<file path="src/rtl/fault_reset_sequencer.sv">
// Fault reset sequencer: records the first fault, then drives a drained,
// fixed-width system reset pulse; also takes software reset requests.
//
// Ports:
//   clk, rst            clock, async active-high power-on reset
//   fault, fault_cause  fault level and cause code from the fault encoder
//   fault_addr          faulting address / PC from the fault encoder
//   sw_rst_req          single-cycle software reset request
//   clr                 clears the sticky record and the reset count
//   rd_en, rd_addr      read strobe; 0 status, 1 address, 2 count, 3 rsvd
//   rd_data             registered read data
//   sys_rst             system reset pulse to core, buses, peripherals
//   rec_valid/cause/addr sticky first-fault record
//   fault_cnt           saturating count of sequenced resets

`ifndef XLEN
`define XLEN 32
`endif

module fault_reset_sequencer #(
    parameter int         DRAIN_CYCLES = 4,
    parameter int         RST_CYCLES   = 8,
    parameter logic [7:0] SW_CAUSE     = 8'hFF
) (
    input  logic             clk,
    input  logic             rst,
    input  logic             fault,
    input  logic [7:0]       fault_cause,
    input  logic [`XLEN-1:0] fault_addr,
    input  logic             sw_rst_req,
    input  logic             clr,
    input  logic             rd_en,
    input  logic [1:0]       rd_addr,
    output logic [`XLEN-1:0] rd_data,
    output logic             sys_rst,
    output logic             rec_valid,
    output logic [7:0]       rec_cause,
    output logic [`XLEN-1:0] rec_addr,
    output logic [7:0]       fault_cnt
);

    localparam int         XL         = `XLEN;
    localparam logic [7:0] DRAIN_LOAD = 8'(DRAIN_CYCLES - 1);
    localparam logic [7:0] RST_LOAD   = 8'(RST_CYCLES - 1);

    typedef enum logic [1:0] {
        S_IDLE,
        S_DRAIN,
        S_ASSERT,
        S_RELEASE
    } state_t;

    state_t        state, state_nx;
    logic [7:0]    cnt, cnt_nx;
    logic          trig_fault, trig_sw, trigger;
    logic [XL-1:0] rd_mux;

    always_ff @(posedge clk or posedge rst) begin
        if (rst) begin
            state   <= S_ASSERT;
            cnt     <= RST_LOAD;
            sys_rst <= 1'b1;
        end else begin
            state   <= state_nx;
            cnt     <= cnt_nx;
            // registered so the reset line is glitch-free
            sys_rst <= (state_nx == S_ASSERT);
        end
    end

    always_comb begin
        state_nx   = state;
        cnt_nx     = cnt;
        trig_fault = 1'b0;
        trig_sw    = 1'b0;
        unique case (state)
            S_IDLE: begin
                // fault has priority; a coincident sw request is dropped
                if (fault) begin
                    trig_fault = 1'b1;
                end else if (sw_rst_req) begin
                    trig_sw = 1'b1;
                end
                if (fault || sw_rst_req) begin
                    state_nx = S_DRAIN;
                    cnt_nx   = DRAIN_LOAD;
                end
            end
            S_DRAIN: begin
                if (cnt == 8'd0) begin
                    state_nx = S_ASSERT;
                    cnt_nx   = RST_LOAD;
                end else begin
                    cnt_nx = cnt - 8'd1;
                end
            end
            S_ASSERT: begin
                if (cnt == 8'd0) begin
                    state_nx = S_RELEASE;
                end else begin
                    cnt_nx = cnt - 8'd1;
                end
            end
            // one dead cycle so a stale fault level cannot retrigger
            S_RELEASE: state_nx = S_IDLE;
            default:   state_nx = S_IDLE;
        endcase
    end

    assign trigger = trig_fault | trig_sw;

    always_comb begin
        rd_mux = '0;
        unique case (rd_addr)
            2'd0:    rd_mux = {{(XL-9){1'b0}}, rec_valid, rec_cause};
            2'd1:    rd_mux = rec_addr;
            2'd2:    rd_mux = {{(XL-8){1'b0}}, fault_cnt};
            default: rd_mux = '0;
        endcase
    end

    // Sticky record: only power-on reset and clr touch it, never sys_rst.
    always_ff @(posedge clk or posedge rst) begin
        if (rst) begin
            rec_valid <= 1'b0;
            rec_cause <= 8'd0;
            rec_addr  <= '0;
            fault_cnt <= 8'd0;
            rd_data   <= '0;
        end else begin
            if (rd_en) begin
                rd_data <= rd_mux;
            end
            if (trigger) begin
                // a coincident clr restarts the count at this trigger
                if (clr) begin
                    fault_cnt <= 8'd1;
                end else if (fault_cnt != 8'hFF) begin
                    fault_cnt <= fault_cnt + 8'd1;
                end
                if (!rec_valid || clr) begin
                    rec_valid <= 1'b1;
                    rec_cause <= trig_fault ? fault_cause : SW_CAUSE;
                    rec_addr  <= trig_fault ? fault_addr : '0;
                end
            end else if (clr) begin
                rec_valid <= 1'b0;
                rec_cause <= 8'd0;
                rec_addr  <= '0;
                fault_cnt <= 8'd0;
            end
        end
    end

endmodule

</file>
<file path="config.mk">
export PLATFORM = sky130hd
export DESIGN_NAME = fault_reset_sequencer
export DESIGN_NICKNAME = d
export VERILOG_FILES = /design/src/rtl/fault_reset_sequencer.sv
export SDC_FILE = /design/constraint.sdc
export NUM_CORES = 1
export LEC_CHECK = 0
export BUFFER_PORTS_ARGS = -buffer_cell sky130_fd_sc_hd__buf_2
export CAP_MARGIN = 10
export CORE_UTILIZATION = 51
export CTS_CLUSTER_SIZE = 28
export DETAILED_ROUTE_END_ITERATION = 8
export PLACE_DENSITY_LB_ADDON = 0.08
export SETUP_SLACK_MARGIN = 0.3
export SLEW_MARGIN = 30
export SYNTH_ARGS = -nofsm -noshare
export SYNTH_HDL_FRONTEND = slang
export SYNTH_SLANG_ARGS = --single-unit
</file>
<file path="constraint.sdc">
create_clock -name clk -period 6.55 [get_ports clk]
set_input_delay 1.31 -clock clk [delete_from_list [all_inputs] [get_ports clk]]
set_output_delay 1.31 -clock clk [all_outputs]
set_load 0.03 [all_outputs]
</file>
==> run_results.csv <==
group,metric,value,unit
power,max-vdd-ir-drop,0.200,mV
detailed_routing,detail_route.iter0.violations,155,
sta,final_min_period_over_clock_period,40.6,%
cts,cts_max_level,3,
yosys,synthDominantAreaCellType,"dfrtp_1",
detailed_routing,detail_route.wirelength.met1,4.79,mm
sta,fin_hold_ws,0.496,ns
critical_path,timing.critical_path.required,6.83,ns
critical_path,r2r_setup_slk,4.37,ns
detailed_routing,finalWirelength,10.3,mm
yosys,synthTopCellsByArea,"dfrtp_1, nand2_1, nand3_1",
yosys,post_synth_inst_count,450,
sta,final.setup_skew,0.0103,ns
yosys,synth.yosys.seq_area_share,55.1,%
detailed_routing,vias_per_cell,5.38,
cts,clock_path_buffers,2,
grt,residual_overflow_from_global_routing,0,
layout,final_layout_size_suffix_gt1_share,28.8,%
critical_path,timing_worst_setup_path_type,"input port to flip-flop",
status,outcome,"complete, no violations",
yosys,yosysWarningCount,0,
cts,cts_setup_buffers,0,
critical_path,critical_path.max_fanout,41,
grt,antenna_found_initial,0,
place,globalplace.congestion,0.912,
cts,clk_latency,0.36,ns
sta,max_freq,0.376,GHz
worst_hold_path,hp-class,"flip-flop to flip-flop",
yosys,synth_seq_cells,92,
detailed_routing,highest_layer_used_for_signal_routing,"met4",
cts,post_cts_resized,0,
cts,cts.sink_count,92,
place,numPortBuffers,129,
cts,ctsRootBufferMaster,"clkbuf_8",
yosys,mappedNetlistNets,504,
yosys,most_used_standard_cell_by_instance_count_after_synthesis,"nand2_1",
floorplan,initial_core_util,53.4,%
yosys,yosys.area.top_type_share,52.0,%
sta,slew_viol_final,0,
sta,hold_violations,0,
sta,totalNegativeSetupSlack,0,ns
power,power_density,395,nW/um2
floorplan,die-width,92.6,um
detailed_routing,detail-route-antenna-nets,0,
floorplan,fp-row-count,32,
cts,cts.clk_slew.worst_paths,0.09,ns
detailed_routing,met3RoutedLength,589,um
detailed_routing,routed_length_per_placed_instance,15.3,um
worst_hold_path,hp-start,"rec_addr[20]",
layout,area_growth_syn_to_layout,21.9,%
critical_path,capture_instance_of_the_worst_register_to_register_path,"rec_cause[3]",
yosys,synthArstFlopShare,100,%
critical_path,start_kind,"input port",
yosys,synth.top_cells.by_count,"nand2_1, dfrtp_1, nand3_1",
worst_hold_path,min_delay_worst_endpoint,"rec_addr[20]",
sta,setup_viol,0,
layout,final_nets,622,
detailed_routing,route.detailed.drc,0,
critical_path,timing.reg2reg.worst_path_depth,6,
job,cap_violations,0,
cts,cts_buffers,9,
floorplan,die_ht,92.6,um
grt,via_count_of_the_first_global_routing_pass,3433,
detailed_routing,drt_first_pass_iters,4,
worst_hold_path,worstHoldPathCells,2,
sta,final_period_minus_worst_setup_slack,2.66,ns
sta,worst-slew-pin-transition,0.857,ns
grt,grt_first_pass_wirelength,16.8,mm
detailed_routing,vias,3633,
sta,grt_setup_unrepaired,"false",
place,hpwl,7.26,mm
cts,cts_hold_buffers,0,
grt,gr-usage-all-layers,25.0,%
yosys,syn-mean-instance-area,9.31,um2
critical_path,reg2reg_from,"state[1]",
floorplan,num_ports,130,
floorplan,fp.coreArea,7850,um2
yosys,syn-cell-area,4190,um2
sta,timing.slew.headroom,42.8,%
yosys,ys.flop_type,"dfrtp_1",
cts,tritoncts,"yes",
detailed_routing,dr_wl_met2,4.88,mm
floorplan,die_area,8580,um2
critical_path,critPathArrivalTime,2.93,ns
yosys,synth_enable_flop_cells,0,
power,cellLeakagePower,2.73,nW
grt,grt_start_max_net_pins,67,
critical_path,setup.worst_path.start,"rd_en",
critical_path,setup.worst_path.end_class,"flip-flop",
yosys,synth_cell_type_count,49,
layout,antenna_cells_inserted,0,
-- final cells by class --
| type | count | area, um2 |
|---|---|---|
| Clock inverter | 7 | 60.1 |
| Multi-Input combinational cell | 300 | 1670 |
| Timing Repair Buffer | 133 | 696 |
| Inverter | 32 | 121 |
| Tap cell | 102 | 128 |
| Fill cell | 693 | 2740 |
| Sequential cell | 92 | 2310 |
| Clock buffer | 9 | 124 |
-- through the flow --
step	instance area (um2)	cells	worst slack, ns	utilization [%]	power (mW)
6_report	5100	675	3.89	65.0	2.02
5_1_grt	5100	675	3.74	65.0	2.15
4_1_cts	5100	675	3.91	65.0	2.03
3_5_place_dp	4920	659	3.53	62.7	1.66
3_3_place_gp	4890	658	3.55	62.3	1.63
2_1_floorplan	4190	450	2.86	-	1.41
-- routing by layer --
layer | GRT usage (%) | vias to the layer above
met2 | 41.2 | 112
met3 | 5.83 | 6
met4 | 4.23 | 0
met5 | 0 | -
li1 | - | 1756
met1 | 34.5 | 1759
-- worst max-delay path by stage --
stage | depth (start not counted) | to
floorplan | 1 | cnt[3]
global placement | 4 | rec_cause[1]
detailed placement | 4 | rd_data[10]
CTS | 4 | rd_data[21]
global route | 4 | rd_data[24]
finish | 4 | rd_data[10]
-- registers in the layout (all words and copies together), names as in the netlist --
register,flops
rec_valid,1
rec_cause,8
rd_data,32
rec_addr,32
cnt,8
sys_rst,1
state,2
fault_cnt,8
-- cell usage in the layout (no fill, tap or decap), drive strengths merged, types with 3 or more instances in the layout --
cell | netlist | final
a21oi | 23 | 23
a22o | 9 | 9
a22oi | 5 | 5
and3 | 4 | 4
buf | 3 | 133
clkbuf | 23 | 9
clkinv | 0 | 3
dfrtp | 87 | 87
dfstp | 5 | 5
ha | 6 | 6
inv | 32 | 34
mux2 | 3 | 3
mux2i | 11 | 11
nand2 | 89 | 89
nand2b | 10 | 10
nand3 | 37 | 37
nor2 | 32 | 32
nor2b | 3 | 3
o211ai | 3 | 3
o21ai | 29 | 29
or4 | 4 | 4
-- critical path, stage by stage --
cell and delay, ns:
buf_2 0.54, and3b_1 0.83, nand2_1 0.13, o21ai_0 0.11
-- logic make-up (layout without fill, tap and decap cells) --
| logic type | count (synthesis) | count (layout) | share of synthesized area (%) |
|---|---|---|---|
| adders and majority gates | 6 | 6 | 1.79 |
| AOI/OAI and AO/OA | 85 | 85 | 12.6 |
| DFF | 92 | 92 | 55.1 |
| xor gates and xnor gates | 3 | 3 | 0.628 |
| buffers and inverters | 58 | 181 | 5.44 |
| muxes | 14 | 14 | 3.44 |
| and+or+nand+nor | 192 | 192 | 20.9 |
-- where the power goes --
group          switching [mW]  internal, mW
clock network           0.217         0.145
registers               0.120         0.706
logic                   0.553         0.276
Power figures use the tool's default switching activity.
